**config.mk**
```make
export PLATFORM = sky130hd
export DESIGN_NAME = line_drawer
export DESIGN_NICKNAME = d
export VERILOG_FILES = /design/src/rtl/line_drawer.sv
export SDC_FILE = /design/constraint.sdc
export NUM_CORES = 1
export LEC_CHECK = 0
export CAP_MARGIN = 25
export CORE_ASPECT_RATIO = 0.7
export CORE_UTILIZATION = 35
export CTS_CLUSTER_DIAMETER = 100
export CTS_CLUSTER_SIZE = 12
export DETAILED_ROUTE_END_ITERATION = 10
export DONT_BUFFER_PORTS = 1
export GPL_TIMING_DRIVEN = 0
export SLEW_MARGIN = 15
export SYNTH_ARGS = -nofsm -noshare
export SYNTH_HDL_FRONTEND = slang
export SYNTH_SLANG_ARGS = --single-unit
```
**constraint.sdc**
```tcl
create_clock -name clk -period 10.5 [get_ports clk]
set_clock_uncertainty 0.05 [all_clocks]
set_input_delay 1.05 -clock clk [delete_from_list [all_inputs] [get_ports clk]]
set_output_delay 1.05 -clock clk [all_outputs]
set_load 0.02 [all_outputs]
```
**src/rtl/line_drawer.sv**
```systemverilog
// line_drawer: Bresenham line rasterizer streaming one pixel per cycle over a valid/ready handshake.
module line_drawer #(
  parameter int HOR_ACTIVE_PIXELS = 640,
  parameter int VER_ACTIVE_PIXELS = 480,
  localparam int X_WIDTH = $clog2(HOR_ACTIVE_PIXELS),
  localparam int Y_WIDTH = $clog2(VER_ACTIVE_PIXELS)
) (
  input  logic               clk,
  input  logic               rst,
  input  logic               start,
  output logic               ready,
  input  logic [X_WIDTH-1:0] x1,
  input  logic [X_WIDTH-1:0] x2,
  input  logic [Y_WIDTH-1:0] y1,
  input  logic [Y_WIDTH-1:0] y2,
  output logic [X_WIDTH-1:0] pixel_x,
  output logic [Y_WIDTH-1:0] pixel_y,
  output logic               pixel_valid,
  input  logic               pixel_ready
);
  localparam int W = (X_WIDTH > Y_WIDTH ? X_WIDTH : Y_WIDTH) + 2;
  typedef enum logic [1:0] {IDLE, SETUP, DRAW} state_t;
  state_t state, state_next;
  logic [X_WIDTH-1:0] lx1, lx2;
  logic [Y_WIDTH-1:0] ly1, ly2;
  logic signed [W-1:0] dx, dy, err, e2, dx_c, dy_c, err_step;
  logic sx_neg, sy_neg, fire, at_end, step_x, step_y;
  assign ready = state == IDLE;
  assign pixel_valid = state == DRAW;
  always_comb begin
    fire = pixel_valid & pixel_ready;
    at_end = pixel_x == lx2 && pixel_y == ly2;
    dx_c = lx2 > lx1 ? W'(lx2) - W'(lx1) : W'(lx1) - W'(lx2);
    dy_c = ly2 > ly1 ? W'(ly1) - W'(ly2) : W'(ly2) - W'(ly1);
    e2 = err <<< 1;
    step_x = e2 >= dy;
    step_y = e2 <= dx;
    err_step = err + (step_x ? dy : '0) + (step_y ? dx : '0);
    state_next = state == IDLE  ? (start ? SETUP : IDLE) :
                 state == SETUP ? DRAW :
                 (fire && at_end) ? IDLE : DRAW;
  end
  always_ff @(posedge clk)
    if (rst) state <= IDLE;
    else state <= state_next;
  always_ff @(posedge clk) begin
    if (rst) begin
      pixel_x <= '0;
      pixel_y <= '0;
      err <= '0;
    end else begin
      if (ready && start) begin
        lx1 <= x1;
        ly1 <= y1;
        lx2 <= x2;
        ly2 <= y2;
      end
      if (state == SETUP) begin
        dx <= dx_c;
        dy <= dy_c;
        err <= dx_c + dy_c;
        sx_neg <= lx1 >= lx2;
        sy_neg <= ly1 >= ly2;
        pixel_x <= lx1;
        pixel_y <= ly1;
      end
      // Final pixel leaves coordinates parked on the endpoint.
      if (fire && !at_end) begin
        err <= err_step;
        if (step_x) pixel_x <= sx_neg ? pixel_x - 1'b1 : pixel_x + 1'b1;
        if (step_y) pixel_y <= sy_neg ? pixel_y - 1'b1 : pixel_y + 1'b1;
      end
    end
  end
endmodule

```
==> metrics.md <==
| Metric | Value |
|---|---|
| Outcome | `complete, no violations` |
| CTS tree | `done` |
| Vias in the first global route | `5469` |
| Cell Rows | `44` |
| P_leak | `0.00365 uW` |
| RSZ-0062 raised after global routing | `false` |
| GRT overflow | `0` |
| Clk_lat worst skew | `0.36 ns` |
| Post-synth EDFFs | `61` |
| FMAX | `198 MHz` |
| Pre-CTS setup slack | `5.46 ns` |
| Hold depth | `1` |
| TritonCTS Sinks | `93` |
| Post CTS Setup Buffer Count | `0` |
| Worst slew margin | `39.2%` |
| N_diodes | `0` |
| Initial antenna violation count | `0` |
| Top_reg_cell synth | `edfxtp_1` |
| Crit end category | `flip-flop` |
| CP arrival | `5.25 ns` |
| Drt first pass iters | `7` |
| Placer Congestion | `0.900` |
| Final TNS setup | `0 ns` |
| Worst setup SP type | `flip-flop` |
| Initial DRC count | `401` |
| Syn Inst Count | `797` |
| Peak supply drop | `0.112 mV` |
| DRC | `0` |
| FF-to-FF path depth | `17` |
| Fin crit share | `48.2%` |
| Share of layout cells above drive strength 1 | `7.33%` |
| Worst hold slack | `0.544 ns` |
| Fin nets | `967` |
| Final WS setup | `5.44 ns` |
| Routed vias/inst | `5.14` |
| Worst Max-Slew Pin Slew | `0.912 ns` |
| Number of library cell types mapped by synthesis | `70` |
| Worst hold path type | `reg -> reg` |
| Clk buf depth | `2` |
| Required time worst endpoint | `10.69 ns` |
| Register area share after synthesis | `32.7%` |
| Vias | `5618` |
| Worst Setup Path Type | `reg -> reg` |
| ANT nets after route | `0` |
| Layout Cells excl Fill | `1094` |
| Area grow syn2layout | `9.23%` |
| Core Box Area | `21000 sq um` |
| Synth Net Count | `951` |
| GRT Overall Usage | `17.7%` |
| HPWL Detailed | `15400 um` |
| Resized cells post-CTS | `0` |
| Final Hold Viols | `0` |
| Final Setup Violations | `0` |
| MaxCap Viol Count | `0` |
| Flops & latches, synth | `93` |
| First-pass GRT wire length | `29800 um` |
| Mean Syn Cell Area | `9.49 sq um` |
| Mapped Area | `7560 sq um` |
| Yosys warns | `0` |
| Chip Width | `178 um` |
| Slew Viols, Final | `0` |
| H-tree depth | `3` |
| Period minus WS final | `5.06 ns` |
| I/O pin total | `63` |
| DR WL/cell | `17.3 um` |
| Largest net degree at the start of global routing | `24` |
| Routed WL | `19000 um` |
| Layout Utilization | `39.4%` |
| Inst Count DP | `1078` |
| Die Ht | `125 um` |
| Maximum fanout along the worst path | `10` |
| IO Port Bufs | `0` |
| Die area | `22200 sq um` |
| Clk slew on worst S/H paths | `0.08 ns` |
| CTS Buf Count | `9` |
| Starting Density | `36.1%` |
| CTS root buf | `clkbuf_16` |
| Ys async rst share | `0%` |
| Power Dens Cells | `147 nW/um^2` |
| Post-cts hold buffer count | `0` |
-- flip-flops by register name (all words and copies together), names as in the netlist --
name	count
pixel_x	10
dx	11
sy_neg	1
pixel_y	9
sx_neg	1
ly2	9
ly1	9
err	11
lx1	10
lx2	10
state	2
dy	10
-- layer usage --
layer / global-route usage [%] / share of wire (%) / vias to the layer above
met2: 24.3 / 39 / 150
li1: - / - / 2834
met5: 0 / 0 / -
met1: 27.3 / 53 / 2619
met3: 4.44 / 6.5 / 15
met4: 3.97 / 1.1 / 0
-- cells by family (layout without fill, tap and decap cells) --
logic type	after synthesis	count (layout)	share of synthesized area [%]
xor+xnor	67	67	7.94
flops	93	93	32.7
fa+ha+maj	112	112	20.3
buf+inv	123	144	6.77
simple gates	192	192	12.7
mux	17	17	2.40
compound gates	193	193	17.2
-- report_power, final --
group | switching, uW | leakage (uW) | total [uW] | internal [uW]
clock | 161 | 0.000151 | 351 | 191
sequential | 38.0 | 0.000824 | 456 | 418
combinational | 227 | 0.00268 | 409 | 182
-- metrics by stage --
step           total power, uW  cell area (sq um)
3_3_place_gp               865               7910
4_1_cts                   1220               8260
5_1_grt                   1290               8260
6_report                  1220               8260
2_1_floorplan              774               7560
3_5_place_dp               868               7950
-- cell usage in the layout (no fill, tap or decap), types with 18 or more instances in the layout --
master    synthesis  layout
fa_1             18      18
a21oi_1          69      69
and2_1           23      23
o21ai_0          26      26
xor2_1           20      20
dfxtp_1          32      32
ha_1             94      94
inv_1            98      98
xnor2_1          46      46
nor2_1           48      47
nand2_1          50      50
edfxtp_1         61      61
a21o_1           27      27
-- synth_stat cells, types with 12 or more instances --
cell type | instances | area [sq um]
a21o_1 | 27 | 203
fa_1 | 18 | 360
edfxtp_1 | 61 | 1830
dfxtp_1 | 32 | 641
and2_1 | 23 | 144
clkbuf_1 | 12 | 45.0
o21ai_0 | 26 | 130
inv_1 | 98 | 368
nand2_1 | 50 | 188
xor2_1 | 20 | 175
ha_1 | 94 | 1180
xnor2_1 | 46 | 403
a21oi_1 | 69 | 345
nor2_1 | 48 | 180
nor3_1 | 13 | 65.1
nor2b_1 | 13 | 81.3
-- worst paths after layout --
path	slack, ns	endpoint	from
setup / recovery	5.44	err[10]	dx[4]
hold / removal	0.54	state[0]	state[1]
setup reg to reg	5.44	err[10]	dx[4]
hold reg to reg	0.54	state[0]	state[1]
-- critical path: stages, from the launching register on --
cell and delay, ns:
edfxtp_1 0.38, inv_1 0.05, ha_1 0.32, a2111oi_0 0.39, a211oi_1 0.17, o221ai_1 0.69, clkbuf_1 0.34, and2_1 0.19
fa_1 0.44, ha_1 0.30, a21o_1 0.18, a21oi_1 0.22, o22ai_1 0.14, o41ai_1 0.45, o21ai_0 0.21, xor2_1 0.18
o21ai_0 0.18, a21oi_1 0.05
-- cell type report --
type                            count  area [sq um]
Tap cell                          276           345
Fill cell                        2059         12700
Sequential cell                    93          2470
Clock buffer                        9           225
Timing Repair Buffer                5          27.5
Buffer                             25           144
Inverter                           98           368
Multi-Input combinational cell    581          4590
Clock inverter                      7          86.3
Note: power is estimated with default switching activity, not from simulation.
